`src/rtl/div_pkg.sv`:
```
// Shared definitions for the sequential divider: FSM state encoding,
// default operand width and the divide-by-zero quotient pattern.
package div_pkg;

  // Default operand/result width in bits.
  localparam int DEF_WIDTH = 32;

  // FSM state type, kept as plain encoded constants for compatibility
  // with the older blocks in this codebase.
  typedef logic [1:0] state_t;

  localparam state_t S_IDLE = 2'd0;
  localparam state_t S_RUN  = 2'd1;
  localparam state_t S_DONE = 2'd2;

  // Quotient returned for a zero divisor: all ones. Only bit 0 is needed
  // by users that replicate the pattern to their own width.
  localparam logic [DEF_WIDTH-1:0] DIV_ZERO_Q = '1;

endpackage

```
`src/rtl/div_sign_fix.sv`:
```
// Conditional two's-complement negation. Used both ways around the
// unsigned divider core: absolute value of the operands on the way in,
// sign restoration of quotient and remainder on the way out.
module div_sign_fix
  import div_pkg::*;
#(
  parameter int WIDTH = DEF_WIDTH
) (
  input  logic [WIDTH-1:0] value,
  input  logic             neg_en,
  output logic [WIDTH-1:0] result
);

  // Negate when requested, otherwise pass through unchanged.
  assign result = neg_en ? ({WIDTH{1'b0}} - value) : value;

endmodule

```
`src/rtl/seq_divider.sv`:
```
// Sequential restoring divider, one quotient bit per clock, MSB first.
// Signed (start_div) and unsigned (start_divu) requests share one core;
// signed operations divide magnitudes and fix the signs afterwards.
// Optional macro DIV_ZERO_FAST_EN: a zero divisor skips the iteration
// phase and completes one cycle after the start edge.
module seq_divider
  import div_pkg::*;
#(
  parameter int WIDTH = DEF_WIDTH
) (
  input  logic             clk,
  input  logic             rst_n,
  input  logic             start_div,
  input  logic             start_divu,
  input  logic [WIDTH-1:0] dividend,
  input  logic [WIDTH-1:0] divisor,
  output logic [WIDTH-1:0] q,
  output logic [WIDTH-1:0] r,
  output logic             busy_div,
  output logic             busy_divu,
  output logic             over_div,
  output logic             over_divu
);

  localparam logic [WIDTH-1:0] ZERO_Q   = {WIDTH{DIV_ZERO_Q[0]}};
  localparam logic [WIDTH-1:0] CNT_LAST = WIDTH'(WIDTH - 1);
  localparam logic [WIDTH-1:0] CNT_ONE  = WIDTH'(1);

  state_t           state;
  logic             mode_signed;  // latched mode of the current operation
  logic             neg_q;        // quotient must be negated at the end
  logic             neg_r;        // remainder must be negated at the end
  logic             div_zero;     // divisor was zero at start
  logic [WIDTH-1:0] rem;          // partial remainder
  logic [WIDTH-1:0] quo;          // dividend bits shifting out, quotient bits shifting in
  logic [WIDTH-1:0] dvs;          // divisor magnitude
  logic [WIDTH-1:0] cnt;          // iteration counter, WIDTH-1 down to 0

  logic             start_any;
  logic             op_signed;
  logic [WIDTH-1:0] dvd_abs;
  logic [WIDTH-1:0] dvs_abs;
  logic [WIDTH:0]   trial_lhs;
  logic             trial_ok;
  logic [WIDTH-1:0] rem_next;
  logic [WIDTH-1:0] quo_next;
  logic [WIDTH-1:0] q_fix;
  logic [WIDTH-1:0] r_fix;

  // A start is only meaningful in IDLE; signed wins when both are raised.
  assign start_any = start_div | start_divu;
  assign op_signed = start_div;

  // Operand magnitudes for the unsigned core.
  div_sign_fix #(.WIDTH(WIDTH)) u_abs_dividend (
    .value  (dividend),
    .neg_en (op_signed & dividend[WIDTH-1]),
    .result (dvd_abs)
  );

  div_sign_fix #(.WIDTH(WIDTH)) u_abs_divisor (
    .value  (divisor),
    .neg_en (op_signed & divisor[WIDTH-1]),
    .result (dvs_abs)
  );

  // One restoring step: bring down the next dividend bit and subtract the
  // divisor if it fits. The partial remainder always stays below the
  // divisor, so the comparison needs only one extra bit.
  assign trial_lhs = {rem, quo[WIDTH-1]};
  assign trial_ok  = (trial_lhs >= {1'b0, dvs});
  assign rem_next  = trial_ok ? (trial_lhs[WIDTH-1:0] - dvs)
                              : {rem[WIDTH-2:0], quo[WIDTH-1]};
  assign quo_next  = {quo[WIDTH-2:0], trial_ok};

  // Sign restoration of the final step's results.
  div_sign_fix #(.WIDTH(WIDTH)) u_fix_q (
    .value  (quo_next),
    .neg_en (neg_q),
    .result (q_fix)
  );

  div_sign_fix #(.WIDTH(WIDTH)) u_fix_r (
    .value  (rem_next),
    .neg_en (neg_r),
    .result (r_fix)
  );

  // FSM, iteration datapath and result registers; synchronous reset.
  // NOTE: all state here uses non-blocking assignments so every register
  // samples the pre-edge values, independent of statement order.
  always_ff @(posedge clk) begin
    if (!rst_n) begin
      state       <= S_IDLE;
      mode_signed <= 1'b0;
      neg_q       <= 1'b0;
      neg_r       <= 1'b0;
      div_zero    <= 1'b0;
      rem         <= '0;
      quo         <= '0;
      dvs         <= '0;
      cnt         <= '0;
      q           <= '0;
      r           <= '0;
    end else begin
      case (state)
        S_IDLE: begin
          if (start_any) begin
            mode_signed <= op_signed;
            neg_q       <= op_signed & (dividend[WIDTH-1] ^ divisor[WIDTH-1]);
            neg_r       <= op_signed & dividend[WIDTH-1];
            div_zero    <= (divisor == '0);
            rem         <= '0;
            quo         <= dvd_abs;
            dvs         <= dvs_abs;
            cnt         <= CNT_LAST;
`ifdef DIV_ZERO_FAST_EN
            if (divisor == '0) begin
              q     <= ZERO_Q;
              r     <= dividend;
              state <= S_DONE;
            end else begin
              state <= S_RUN;
            end
`else
            state       <= S_RUN;
`endif
          end
        end
        S_RUN: begin
          rem <= rem_next;
          quo <= quo_next;
          if (cnt == '0) begin
            // A zero divisor already yields r = dividend through the core;
            // only the signed quotient needs forcing to all ones.
            q     <= div_zero ? ZERO_Q : q_fix;
            r     <= r_fix;
            state <= S_DONE;
          end else begin
            cnt <= cnt - CNT_ONE;
          end
        end
        S_DONE: begin
          state <= S_IDLE;
        end
        default: begin
          state <= S_IDLE;
        end
      endcase
    end
  end

  // Status outputs decoded from state and the latched mode.
  assign busy_div  = (state == S_RUN)  &  mode_signed;
  assign busy_divu = (state == S_RUN)  & ~mode_signed;
  assign over_div  = (state == S_DONE) &  mode_signed;
  assign over_divu = (state == S_DONE) & ~mode_signed;

endmodule

```
`config.mk`:
```
export PLATFORM = sky130hd
export DESIGN_NAME = seq_divider
export DESIGN_NICKNAME = d
export VERILOG_FILES = /design/src/rtl/div_pkg.sv /design/src/rtl/div_sign_fix.sv /design/src/rtl/seq_divider.sv
export SDC_FILE = /design/constraint.sdc
export NUM_CORES = 1
export LEC_CHECK = 0
export CORE_UTILIZATION = 40
export CTS_CLUSTER_SIZE = 8
export DETAILED_ROUTE_END_ITERATION = 8
export DONT_BUFFER_PORTS = 1
export PLACE_DENSITY = 0.65
export SYNTH_ARGS = -nofsm -noshare
export SYNTH_HDL_FRONTEND = slang
export SYNTH_SLANG_ARGS = --single-unit
```
`constraint.sdc`:
```
create_clock -name clk -period 6.5 [get_ports clk]
set_input_delay 0.975 -clock clk [delete_from_list [all_inputs] [get_ports clk]]
set_output_delay 0.975 -clock clk [all_outputs]
set_load 0.05 [all_outputs]
```
==> run_results.csv <==
group,metric,value,unit
run_status,status,"finished, final reports clean",
global_routing,grt_max_degree,89,
global_routing,grt_pass1_vias,11820,
logic_synthesis,synth-seq-area-share,30.30,%
clock_tree,insertion_delay,450,ps
logic_synthesis,synth.distinct_cells,88,
logic_synthesis,synthCells,1738,
sta,fin_ws,1171,ps
clock_tree,root_buffer,"clkbuf_16",
floorplanning,die_h,182.8,µm
cells_and_area,layout_commonest_cell,"dfxtp_1",
worst_setup_path,regToRegSetupSlack,1170,ps
worst_setup_path,crit_required,6890,ps
sta,slew-limit-headroom,23.34,%
logic_synthesis,synth_edf_count,0,
sta,fin_tns_setup,0,ps
floorplanning,pin_count,136,
sta,rsz0062_at_grt,"no",
clock_tree,post-cts-setup-buffers,0,
cells_and_area,finalInstanceArea,13830,µm²
worst_setup_path,crit_type,"reg -> reg",
logic_synthesis,yosysWarnings,0,
routing,drt_pre_antenna_iters,5,
routing,vias,12460,
clock_tree,cts_sinks,198,
routing,vias_per_cell,5.918,
logic_synthesis,ys_ff_latch,198,
cells_and_area,drive_above_1_share,4.671,%
cells_and_area,syn_to_final_growth,5.711,%
clock_tree,clkTransAtPathRegs,80,ps
cells_and_area,register_area,3964,µm²
placement,pre_cts_slack,1319,ps
logic_synthesis,synthArstFlopShare,0,%
sta,finClkSkew,12.30,ps
sta,fin_crit,5329,ps
routing,drt_iter0_drc,1078,
clock_tree,cts-buffers-inserted,17,
worst_setup_path,r2r-start,"rem[15]",
power,leakage,5.055,nW
power,power.total,6.148,mW
placement,post-dp-hpwl,30.06,mm
worst_setup_path,end_kind,"flip-flop",
cells_and_area,mostFrequentLayoutCells,"dfxtp_1, nor2_1, nand2_1, a21oi_1, o21ai_0",
sta,tightest_slew,1150,ps
logic_synthesis,synthesis.nets,1844,
floorplanning,coreArea,31880,µm²
routing,drtAntennaViolNets,0,
cells_and_area,antenna_cells,0,
floorplanning,row_count,65,
global_routing,antenna_found_initial,0,
worst_setup_path,crit_arrival,5720,ps
placement,place_area,13270,µm²
clock_tree,cts.repair.resized,0,
placement,io_buffers,0,
routing,wl,40.17,mm
worst_setup_path,cp-startpoint,"rem[15]",
logic_synthesis,yosysTopAreaCellShare,30.30,%
global_routing,grt.overflow.total,0,
worst_setup_path,worstReg2RegEnd,"r[26]",
worst_setup_path,endpoint,"r[26]",
clock_tree,cts_hold_buffers,0,
clock_tree,cts_max_level,4,
sta,setup_viol,0,
global_routing,grt_usage,24.02,%
clock_tree,cts_buffer_depth,2,
worst_setup_path,crit_fanout,53,
cells_and_area,nFillCells,3316,
worst_hold_path,hold_path_class,"reg -> reg",
routing,avgRoutedWirePerCell,19.08,µm
sta,finalHoldViolations,0,
sta,min_period_over_period,81.99,%
logic_synthesis,synthTopCellsByArea,"dfxtp_1, a21oi_1, xnor2_1, nor2_1, nand2_1",
global_routing,grt_pass1_wl,63.80,mm
logic_synthesis,avgSynthCellArea,7.526,µm²
floorplanning,initial_utilization,41.03,%
sta,fmax,0.1876,GHz
worst_setup_path,cp-start-kind,"flip-flop",
cells_and_area,multi_input_area,8452,µm²
power,powerDensity,444.6,nW/µm²
logic_synthesis,syn_area,13080,µm²
power,ir_drop,0.0002822,V
sta,drv_slew,0,
routing,drc,0,
worst_setup_path,ff2ff_path_depth,17,
logic_synthesis,synthFlopType,"dfxtp_1",
clock_tree,cts_tree,"built",
floorplanning,die_area,33430,µm²
flow_run,drv_cap,0,
floorplanning,die_w,182.8,µm
cells_and_area,fin_nets,1763,
logic_synthesis,synth_top_area_cell,"dfxtp_1",
placement,place.gp.congestion,0.9181,
==> synthesized netlist by cell type, types with 5 or more instances <==
library cell and number:
a31oi_1 16, or3_1 34, or4_1 13, mux2i_1 14, o21ai_0 87, o311ai_0 5
nand3_1 40, nor2_1 189, o21a_1 9, xnor2_1 85, nor3_1 85, o211ai_1 15
mux2_2 7, a21o_1 17, and2_1 20, nand4_1 14, xor2_1 57, a22oi_1 44
buf_1 12, clkbuf_1 74, nor3b_1 11, and3_1 12, nand2b_1 14, o31ai_1 25
nand2_1 178, nand3b_1 8, o41ai_1 11, o31a_1 5, a21oi_1 168, nor4_1 26
ha_1 37, inv_1 60, buf_2 19, a211oi_1 37, dfxtp_1 198, nor2b_1 6
==> where the power goes <==
| group | internal (mW) | switching, mW | total (mW) | leakage [nW] |
|---|---|---|---|---|
| clock network | 0.516 | 0.527 | 1.04 | 0.272 |
| registers | 1.35 | 0.236 | 1.58 | 1.61 |
| logic | 1.24 | 2.28 | 3.52 | 3.17 |
| total | 3.10 | 3.05 | 6.15 | 5.06 |
==> flip-flops by register name, indices dropped and copies added, names as in the netlist <==
signal,count
mode_signed,1
neg_q,1
dvs,32
rem,32
neg_r,1
state,2
div_zero,1
cnt,32
q,32
quo,32
r,32
==> cell type report <==
type	count	share of cell area (%)
Timing Repair Buffer	10	0.5429
Inverter	62	1.719
Clock inverter	12	0.7782
Multi-Input combinational cell	1368	61.13
Clock buffer	20	3.230
Sequential cell	198	28.67
Tap cell	435	3.936
==> routing by layer <==
layer	vias to the layer above	share of wire [%]	GRT usage, %
li1	6087	-	-
met1	5881	43	28.95
met2	415	47	40.78
met3	75	6.9	6.255
met4	0	3.3	9.300
met5	-	0	0
==> how the worst min path moves through the flow <==
stage            start       to  depth (start not counted)
5_1_grt        dvs[31]  dvs[31]                          2
6_report       dvs[21]  dvs[21]                          2
3_3_place_gp   dvs[21]  dvs[21]                          2
4_1_cts        dvs[21]  dvs[21]                          2
2_1_floorplan  dvs[21]  dvs[21]                          2
3_5_place_dp   dvs[21]  dvs[21]                          2
==> metrics by stage <==
stage	instances	utilization, %	hold slack (ps)
after global routing	2105	43.37	494.3
final	2105	43.37	457.7
after CTS	2105	43.37	459.3
after detailed placement	2073	41.63	449.3
after global placement	2073	41.63	447.2
after floorplan	1738	-	431.9
==> logic make-up after synthesis <==
kind of cell / after synthesis / synth area share, %
simple gates: 676 / 25.22
fa+ha+maj: 38 / 3.692
buf+inv: 172 / 5.299
mux: 21 / 1.674
compound gates: 491 / 24.30
flops: 198 / 30.30
xor+xnor: 142 / 9.508
==> critical path, stage by stage, from the launching register on <==
cell       delay [ps]
dfxtp_1           370
ha_1              480
nand2_1           170
nor4_1            630
nand4_1           230
o211a_2           280
nand2_8           310
mux2i_1           320
ha_1              250
nand2_1            60
a21oi_1           160
o211ai_1          140
nor3b_1           340
a31oi_1           300
a2111oi_4         400
nand2_2           170
or4_1             520
nand3_1            90
Note: power is estimated with default switching activity, not from simulation.
